<file path="config.mk">
export PLATFORM = sky130hd
export DESIGN_NAME = mouse_cursor_tracker
export DESIGN_NICKNAME = d
export VERILOG_FILES = /design/src/rtl/mouse_cursor_tracker_pkg.sv /design/src/rtl/mouse_cursor_tracker_ps2_packet_assembler.sv /design/src/rtl/mouse_cursor_tracker.sv
export SDC_FILE = /design/constraint.sdc
export NUM_CORES = 1
export LEC_CHECK = 0
export BUFFER_PORTS_ARGS = -buffer_cell sky130_fd_sc_hd__clkbuf_2
export CORE_MARGIN = 5
export CORE_UTILIZATION = 47
export CTS_CLUSTER_DIAMETER = 50
export CTS_CLUSTER_SIZE = 40
export DETAILED_ROUTE_END_ITERATION = 6
export GPL_TIMING_DRIVEN = 1
export HOLD_SLACK_MARGIN = 0.06
export PLACE_DENSITY_LB_ADDON = 0.3
export SLEW_MARGIN = 10
export SYNTH_ARGS = -nofsm -noshare
export SYNTH_HDL_FRONTEND = slang
export SYNTH_HIERARCHICAL = 1
export SYNTH_SLANG_ARGS = --single-unit
</file>
<file path="constraint.sdc">
create_clock -name clock -period 4.6 [get_ports clock]
set_clock_uncertainty 0.1 [all_clocks]
set_input_delay 0.46 -clock clock [delete_from_list [all_inputs] [get_ports clock]]
set_output_delay 0.46 -clock clock [all_outputs]
set_load 0.02 [all_outputs]
</file>
<file path="src/rtl/mouse_cursor_tracker_pkg.sv">
// Shared definitions for the mouse cursor tracker.
// Holds the controller state enumeration, the bit positions inside the
// PS/2 mouse header byte and the ACK byte that a mouse sends after a command.
package mouse_cursor_tracker_pkg;

  typedef enum logic [2:0] {
    IDLE,
    BYTE1,
    BYTE2,
    UPDATE,
    ERASE,
    DRAW
  } state_t;

  localparam int HDR_YOVF = 7;
  localparam int HDR_XOVF = 6;
  localparam int HDR_YSGN = 5;
  localparam int HDR_XSGN = 4;
  localparam int HDR_SYNC = 3;

  localparam logic [7:0] PS2_ACK = 8'hFA;

endpackage

</file>
<file path="src/rtl/mouse_cursor_tracker_ps2_packet_assembler.sv">
// Assembles three-byte PS/2 mouse packets from a byte strobe stream.
// Ports:
//   clock, reset       : system clock, asynchronous active-high reset
//   rx_data, rx_valid  : received byte and its one-cycle strobe
//   hold               : downstream busy; bytes go to a one-entry skid register
//   header, dx, dy     : fields of the last assembled packet
//   pkt_valid          : one-cycle pulse in the cycle the third byte is taken
module ps2_packet_assembler
  import mouse_cursor_tracker_pkg::*;
#(
  parameter int TIMEOUT = 50000
) (
  input  logic       clock,
  input  logic       reset,
  input  logic [7:0] rx_data,
  input  logic       rx_valid,
  input  logic       hold,
  output logic [7:0] header,
  output logic [7:0] dx,
  output logic [7:0] dy,
  output logic       pkt_valid
);

  localparam int TW = (TIMEOUT > 1) ? $clog2(TIMEOUT) : 1;

  state_t        state_q, state_d;
  logic [TW-1:0] cnt_q, cnt_d;
  logic          skid_vld_q, skid_vld_d;
  logic [7:0]    skid_q, skid_d;
  logic [7:0]    header_q, header_d;
  logic [7:0]    dx_q, dx_d;
  logic [7:0]    dy_q, dy_d;
  logic          byte_vld;
  logic [7:0]    byte_in;

  always_comb begin
    // A parked byte is older than anything on rx_data, so it goes first.
    byte_in  = skid_vld_q ? skid_q : rx_data;
    byte_vld = !hold && (skid_vld_q || rx_valid);

    skid_d     = skid_q;
    skid_vld_d = skid_vld_q;
    if (hold) begin
      if (rx_valid) begin
        skid_d     = rx_data;
        skid_vld_d = 1'b1;
      end
    end else if (skid_vld_q) begin
      // Skid drains this cycle; a byte arriving alongside takes its place.
      skid_d     = rx_data;
      skid_vld_d = rx_valid;
    end

    state_d   = state_q;
    cnt_d     = cnt_q;
    header_d  = header_q;
    dx_d      = dx_q;
    dy_d      = dy_q;
    pkt_valid = 1'b0;

    case (state_q)
      IDLE: begin
        cnt_d = '0;
        if (byte_vld && byte_in[HDR_SYNC] && (byte_in != PS2_ACK)) begin
          header_d = byte_in;
          state_d  = BYTE1;
        end
      end
      BYTE1, BYTE2: begin
        if (byte_vld) begin
          cnt_d = '0;
          if (state_q == BYTE1) begin
            dx_d    = byte_in;
            state_d = BYTE2;
          end else begin
            dy_d      = byte_in;
            pkt_valid = 1'b1;
            state_d   = IDLE;
          end
        end else if (cnt_q == TW'(TIMEOUT - 1)) begin
          cnt_d   = '0;
          state_d = IDLE;
        end else begin
          cnt_d = cnt_q + TW'(1);
        end
      end
      default: state_d = IDLE;
    endcase
  end

  always_ff @(posedge clock or posedge reset) begin
    if (reset) begin
      state_q    <= IDLE;
      cnt_q      <= '0;
      skid_vld_q <= 1'b0;
    end else begin
      state_q    <= state_d;
      cnt_q      <= cnt_d;
      skid_vld_q <= skid_vld_d;
    end
  end

  always_ff @(posedge clock) begin
    skid_q   <= skid_d;
    header_q <= header_d;
    dx_q     <= dx_d;
    dy_q     <= dy_d;
  end

  assign header = header_q;
  assign dx     = dx_q;
  assign dy     = dy_q;

endmodule

</file>
<file path="src/rtl/mouse_cursor_tracker.sv">
// Tracks a PS/2 mouse cursor on a bitmap display and plots it.
// Each accepted packet moves the cursor (clamped to the screen), then the old
// pixel is erased with BG_COLOUR and the new pixel drawn in the latched colour.
// Ports:
//   clock, reset        : system clock, asynchronous active-high reset
//   rx_data, rx_valid   : PS/2 byte stream from the receiver
//   colour              : cursor colour, sampled when a packet is applied
//   x_out, y_out, c_out : pixel to write; plot is the write strobe
//   buttons             : {middle, right, left} from the last packet
//   moved               : one-cycle pulse per accepted packet
module mouse_cursor_tracker
  import mouse_cursor_tracker_pkg::*;
#(
  parameter int             X_W       = 8,
  parameter int             Y_W       = 7,
  parameter int             C_W       = 3,
  parameter int             X_MAX     = 159,
  parameter int             Y_MAX     = 119,
  parameter int             X_INIT    = 80,
  parameter int             Y_INIT    = 60,
  parameter int             SHIFT     = 0,
  parameter logic [C_W-1:0] BG_COLOUR = '0,
  parameter int             TIMEOUT   = 50000
) (
  input  logic           clock,
  input  logic           reset,
  input  logic [7:0]     rx_data,
  input  logic           rx_valid,
  input  logic [C_W-1:0] colour,
  output logic [X_W-1:0] x_out,
  output logic [Y_W-1:0] y_out,
  output logic [C_W-1:0] c_out,
  output logic           plot,
  output logic [2:0]     buttons,
  output logic           moved
);

  localparam int XY_W = (X_W > Y_W) ? X_W : Y_W;
  localparam int SW   = ((XY_W > 9) ? XY_W : 9) + 2;
  localparam logic signed [SW-1:0] X_MAX_S = SW'(X_MAX);
  localparam logic signed [SW-1:0] Y_MAX_S = SW'(Y_MAX);

  // 9-bit two's complement delta, zeroed on overflow, then scaled down.
  // >>> on a signed value floors toward negative infinity.
  function automatic logic signed [8:0] delta(input logic sgn, input logic ovf,
                                              input logic [7:0] mag);
    logic signed [8:0] d;
    d = ovf ? 9'sd0 : $signed({sgn, mag});
    return d >>> SHIFT;
  endfunction

  function automatic logic [X_W-1:0] clamp_x(input logic signed [SW-1:0] v);
    if (v < 0)       return '0;
    if (v > X_MAX_S) return X_W'(X_MAX);
    return v[X_W-1:0];
  endfunction

  function automatic logic [Y_W-1:0] clamp_y(input logic signed [SW-1:0] v);
    if (v < 0)       return '0;
    if (v > Y_MAX_S) return Y_W'(Y_MAX);
    return v[Y_W-1:0];
  endfunction

  logic [7:0] header, dx, dy;
  logic       pkt_valid;
  logic       hold;

  state_t          state_q, state_d;
  logic [X_W-1:0]  x_q, x_d, nx_q, nx_d, x_out_q, x_out_d;
  logic [Y_W-1:0]  y_q, y_d, ny_q, ny_d, y_out_q, y_out_d;
  logic [C_W-1:0]  col_q, col_d, c_out_q, c_out_d;
  logic            plot_q, plot_d, moved_q, moved_d;
  logic [2:0]      buttons_q, buttons_d;
  logic signed [8:0]    dx_s, dy_s;
  logic signed [SW-1:0] sum_x, sum_y;

  // Bytes arriving while a pixel pair is in flight are parked, not lost.
  assign hold = (state_q == UPDATE) || (state_q == ERASE) || (state_q == DRAW);

  ps2_packet_assembler #(
    .TIMEOUT (TIMEOUT)
  ) u_asm (
    .clock     (clock),
    .reset     (reset),
    .rx_data   (rx_data),
    .rx_valid  (rx_valid),
    .hold      (hold),
    .header    (header),
    .dx        (dx),
    .dy        (dy),
    .pkt_valid (pkt_valid)
  );

  always_comb begin
    dx_s  = delta(header[HDR_XSGN], header[HDR_XOVF], dx);
    dy_s  = delta(header[HDR_YSGN], header[HDR_YOVF], dy);
    // PS/2 +y is up while screen rows grow downward, hence the subtraction.
    sum_x = $signed({{(SW - X_W){1'b0}}, x_q}) + $signed({{(SW - 9){dx_s[8]}}, dx_s});
    sum_y = $signed({{(SW - Y_W){1'b0}}, y_q}) - $signed({{(SW - 9){dy_s[8]}}, dy_s});

    state_d   = state_q;
    x_d       = x_q;
    y_d       = y_q;
    nx_d      = nx_q;
    ny_d      = ny_q;
    col_d     = col_q;
    x_out_d   = x_out_q;
    y_out_d   = y_out_q;
    c_out_d   = c_out_q;
    buttons_d = buttons_q;
    plot_d    = 1'b0;
    moved_d   = 1'b0;

    case (state_q)
      IDLE: begin
        if (pkt_valid) begin
          state_d = UPDATE;
          moved_d = 1'b1;
        end
      end
      UPDATE: begin
        state_d   = ERASE;
        nx_d      = clamp_x(sum_x);
        ny_d      = clamp_y(sum_y);
        col_d     = colour;
        buttons_d = header[2:0];
        plot_d    = 1'b1;
        x_out_d   = x_q;
        y_out_d   = y_q;
        c_out_d   = BG_COLOUR;
      end
      ERASE: begin
        state_d = DRAW;
        plot_d  = 1'b1;
        x_out_d = nx_q;
        y_out_d = ny_q;
        c_out_d = col_q;
      end
      DRAW: begin
        state_d = IDLE;
        x_d     = nx_q;
        y_d     = ny_q;
      end
      default: state_d = IDLE;
    endcase
  end

  always_ff @(posedge clock or posedge reset) begin
    if (reset) begin
      state_q   <= IDLE;
      x_q       <= X_W'(X_INIT);
      y_q       <= Y_W'(Y_INIT);
      x_out_q   <= '0;
      y_out_q   <= '0;
      c_out_q   <= '0;
      plot_q    <= 1'b0;
      buttons_q <= '0;
      moved_q   <= 1'b0;
    end else begin
      state_q   <= state_d;
      x_q       <= x_d;
      y_q       <= y_d;
      x_out_q   <= x_out_d;
      y_out_q   <= y_out_d;
      c_out_q   <= c_out_d;
      plot_q    <= plot_d;
      buttons_q <= buttons_d;
      moved_q   <= moved_d;
    end
  end

  always_ff @(posedge clock) begin
    nx_q  <= nx_d;
    ny_q  <= ny_d;
    col_q <= col_d;
  end

  assign x_out   = x_out_q;
  assign y_out   = y_out_q;
  assign c_out   = c_out_q;
  assign plot    = plot_q;
  assign buttons = buttons_q;
  assign moved   = moved_q;

endmodule

</file>
Word-level counts from Yosys, hierarchy flattened
Index checks and enable logic that the tools add are counted.
{"block": "op_classes", "n_reduce_logical": 19, "addsub": 3, "eq_ne": 11, "mux": 46, "n_bitwise": 1, "order_cmp": 4}
{"operator": "$mux W8", "count": 8}
{"operator": "$mux W16", "count": 2}
{"operator": "$pmux W16 S2", "count": 1}
{"operator": "$mux W7", "count": 4}
{"operator": "$lt A10 B1 Y1 const B", "count": 2}
{"operator": "$mux W1", "count": 19}
{"operator": "$mux W9", "count": 2}
{"operator": "$add A16 B1 Y16 const B", "count": 1}
{"operator": "$eq A16 B16 Y1 const B", "count": 1}
{"operator": "$pmux W8 S2", "count": 1}
{"operator": "$pmux W7 S2", "count": 1}
{"operator": "$mux W3", "count": 4}
{"operator": "$pmux W3 S2", "count": 2}
{"operator": "$add A9 B9 Y10", "count": 1}
{"operator": "$gt A10 B8 Y1 const B", "count": 1}
{"operator": "$gt A10 B9 Y1 const B", "count": 1}
{"operator": "$sub A8 B9 Y10", "count": 1}
{"operator": "$pmux W3 S3", "count": 1}
{"operator": "$ne A8 B8 Y1 const B", "count": 1}
{"operator": "$eq A3 B2 Y1 const B", "count": 2}
{"operator": "$eq A3 B3 Y1 const B", "count": 2}
{"operator": "$logic_not A3 Y1", "count": 2}
{"operator": "$reduce_and A2 Y1", "count": 3}
{"operator": "$reduce_and A3 Y1", "count": 2}
{"operator": "11 further kinds", "count": 19}
{"block": "word_totals", "out_inout_bits": 23, "word_cells": 103, "regBits": 111}

Logic depth before layout (Yosys ltp)
{"block": "depth", "depth_word": 9, "mapped_depth": 13, "mapped_depth_nobuf": 10}

Modules after synthesis
Netlist, hierarchy kept.
{"module": "mouse_cursor_tracker", "n_inst": 1, "seq_area_each_um2": 1574.0, "cells_each": 302, "area_per_inst_um2": 3305.7}
{"module": "ps2_packet_assembler", "n_inst": 1, "seq_area_each_um2": 1436.4, "cells_each": 175, "area_per_inst_um2": 2269.7}

Least setup slack after synthesis
No wires, ideal clock.
{"block": "synth_timing", "path_kind": "reg-to-reg", "startpoint": "register u_asm.header_q[7], in the netlist u_asm/header[7]", "endpoint": "register ny_q[3] (data pin)", "required_time_ps": 4238, "setup_time_ps": 262, "stages_incl_launch_ff": 11, "n_path_buf": 0, "arrival_time_ps": 2424, "slack_ps": 1814, "cell_sequence": "edfxtp_1 -> nor2b_1 -> ha_1 -> inv_1 -> fa_1 -> a211oi_2 -> nor2_1 -> xnor2_1 -> a2111o_1 -> o31a_1 -> nor3b_2"}
{"block": "synth_via", "elab_chain_len": 8}
{"item": "start, declared", "line_no": "mouse_cursor_tracker_ps2_packet_assembler.sv:30", "text": "logic [7:0] header_q, header_d;"}
{"item": "start signal, assigned", "line_no": "mouse_cursor_tracker_ps2_packet_assembler.sv:105", "text": "header_q <= header_d;"}
{"item": "$mux W9 *", "line_no": "mouse_cursor_tracker.sv:48", "text": "d = ovf ? 9'sd0 : $signed({sgn, mag});"}
{"item": "$sub A8 B9 Y10 *", "line_no": "mouse_cursor_tracker.sv:99", "text": "sum_y = $signed({{(SW - Y_W){1'b0}}, y_q}) - $signed({{(SW - 9){dy_s[8]}}, dy_s});"}
{"item": "$gt A10 B8 Y1", "line_no": "mouse_cursor_tracker.sv:60", "text": "if (v > Y_MAX_S) return Y_W'(Y_MAX);"}
{"item": "$mux W1 (2 in series)", "line_no": "mouse_cursor_tracker.sv:60"}
{"item": "$mux W1", "line_no": "mouse_cursor_tracker.sv:114", "text": "case (state_q)"}
{"item": "$mux W7", "line_no": "mouse_cursor_tracker.sv:61", "text": "return v[Y_W-1:0];"}
{"item": "$mux W7 *", "line_no": "mouse_cursor_tracker.sv:60"}
{"item": "end signal, assigned", "line_no": "mouse_cursor_tracker.sv:174", "text": "ny_q <= ny_d;"}
{"item": "end, declared", "line_no": "mouse_cursor_tracker.sv:70", "text": "logic [Y_W-1:0] y_q, y_d, ny_q, ny_d, y_out_q, y_out_d;"}
Every way passes the cells marked *; elsewhere a longest branch is shown, timed or not. The select of a mux whose other input is x is not followed.
A chain may end at the register's enable or synchronous reset.

==> flow_summary.json <==
{
  "status": "finished clean",
  "core_sq_um": 11500,
  "cts_buffers": 9,
  "grt_max_degree": 42,
  "hold_path.class": "primary input to async pin",
  "cp_num_buf_inv": 1,
  "worst_slew_pin_slew_ns": 0.924,
  "critPathSlowestCell": "nor2_1",
  "power_uw": 4230,
  "design.die.area_sq_um": 14100,
  "finalNonFillerCells": 659,
  "drtPass1Iterations": 6,
  "grt.overflow.total": 0,
  "drc_errors": 0,
  "dp.cells": 643,
  "fp.dieH_um": 119,
  "critical_path_class": "flop to flop",
  "place.gp.congestion": 0.910,
  "clock_path_buffers": 2,
  "required_ns": 4.73,
  "rsz0062_at_grt": "no",
  "min_period_over_period_pct": 69.0,
  "portBuffers": 36,
  "via_per_inst": 5.67,
  "tns_ns": 0,
  "slew_headroom_pct": 38.4,
  "worstSetupStartpointType": "flop",
  "cap_violations": 0,
  "num_rows": 39,
  "vias": 3734,
  "postCtsSetupBuffers": 0,
  "dp_hpwl_um": 7780,
  "cts-htree-levels": 3,
  "drive_gt1_share_pct": 21.3,
  "cp_slowest_stage_delay_ns": 0.68,
  "finalCriticalPeriod_ns": 3.18,
  "areaGrowthSynthToFinish_pct": 11.3,
  "grt_pass1_wl_um": 17800,
  "cts_root_buf": "clkbuf_16",
  "avgSynthCellArea_sq_um": 11.6,
  "hold_violations": 0,
  "nNetsFinal": 546,
  "cts_tree": "yes",
  "maxSlewViolCount": 0,
  "clk_pin_slew_ns": 0.08,
  "netlist_instances": 476,
  "critical_path.max_fanout": 14,
  "wl_per_cell_um": 16.0,
  "grt_pass1_vias": 3578,
  "yosysWarnings": 6,
  "antenna_found_initial": 0,
  "final_core_util_pct": 53.6,
  "crit_family": "simple AND/OR/NAND/NOR gates",
  "endpoint_kind": "flop",
  "max_freq_mhz": 315,
  "drtIter0Drc": 233,
  "syn_nets": 511,
  "start_util_pct": 48.2,
  "synth_area_sq_um": 5550,
  "clock-sinks": 109,
  "cp_cell_sequence": "nand2_1 -> or2_2 -> inv_1 -> nor2_1 -> nand2_1 -> o21ba_2 -> nand2_1 -> nor2_1 -> nor4b_1",
  "cp_common_cell": "nand2_1",
  "p_leak_uw": 0.00260,
  "cts_resized": 0,
  "final_cell_mix": "54 x dfrtp_1, 49 x edfxtp_1, 43 x nand2_1",
  "postRouteAntennaNets": 0,
  "arrival_ns": 3.31,
  "grt_usage_pct": 15.5,
  "ctsHoldBuffers": 0,
  "clk-insertion-delay-late_ns": 0.35,
  "ir_drop_mv": 0.294,
  "fp.dieW_um": 119,
  "finalSetupViolations": 0,
  "power_density_nw_per_um2": 686,
  "finalWirelength_um": 10600,
  "antenna_cells": 0,
  "ios": 37,
  "final_common_cell": "dfrtp_1"
}
## path summary, 6_finish.rpt
kind	to	start	slack (ns)	cells past startpoint
worst max-delay path	moved	state_q[1]	1.42	9
worst min-delay path	state_q[2]	reset	0.16	3
worst max register to register	moved	state_q[1]	1.42	9
worst min register to register	buttons[0]	u_asm/header[0]	0.35	2
max in group asynchronous	u_asm/cnt_q[2]	reset	3.76	2
min in group clock	col_q[2]	colour[2]	0.18	1
## sequential cells by signal (all words and copies together), names as in the netlist, 7 cells and up
name	flops
u_asm/cnt_q	16
nx_q	8
u_asm/dx	8
u_asm/dy	8
u_asm/skid_q	8
x_out	8
x_q	8
ny_q	7
u_asm/header	7
y_out	7
y_q	7
## stage by stage
stage	hold slack (ns)	cell area, sq um	worst slack [ns]
floorplan	0.311	5550	1.81
global placement	0.333	5860	1.60
detailed placement	0.335	5860	1.46
CTS	0.175	6170	1.44
global route	0.163	6170	1.13
finish	0.162	6170	1.42
## worst min-delay path, cell delays in order
cell	delay, ns
clkbuf_2	0.12
clkinv_1	0.05
buf_4	0.43
## area by class of cell
class | count | area (sq um)
clock buffer | 10 | 250
clock inverter | 6 | 60.1
fill | 965 | 5340
inverter | 21 | 78.8
multi-input combinational | 331 | 2420
sequential | 109 | 2980
tap | 143 | 179
timing repair buffer | 39 | 203
## where the power goes
| group | switching [uW] | internal [uW] | total [uW] |
|---|---|---|---|
| Clock | 362 | 414 | 776 |
| Sequential | 211 | 1410 | 1620 |
| Combinational | 1070 | 768 | 1840 |
| Total | 1650 | 2590 | 4230 |
## routing by layer
metal / track usage, % / wire length, um / part of all wire (%)
met1: 22.6 / 5400 / 51
met2: 23.4 / 4690 / 44
met4: 2.46 / 48 / 0.45
met3: 4.78 / 429 / 4.1
met5: 0 / 0 / 0
Power figures use the tool's default switching activity.
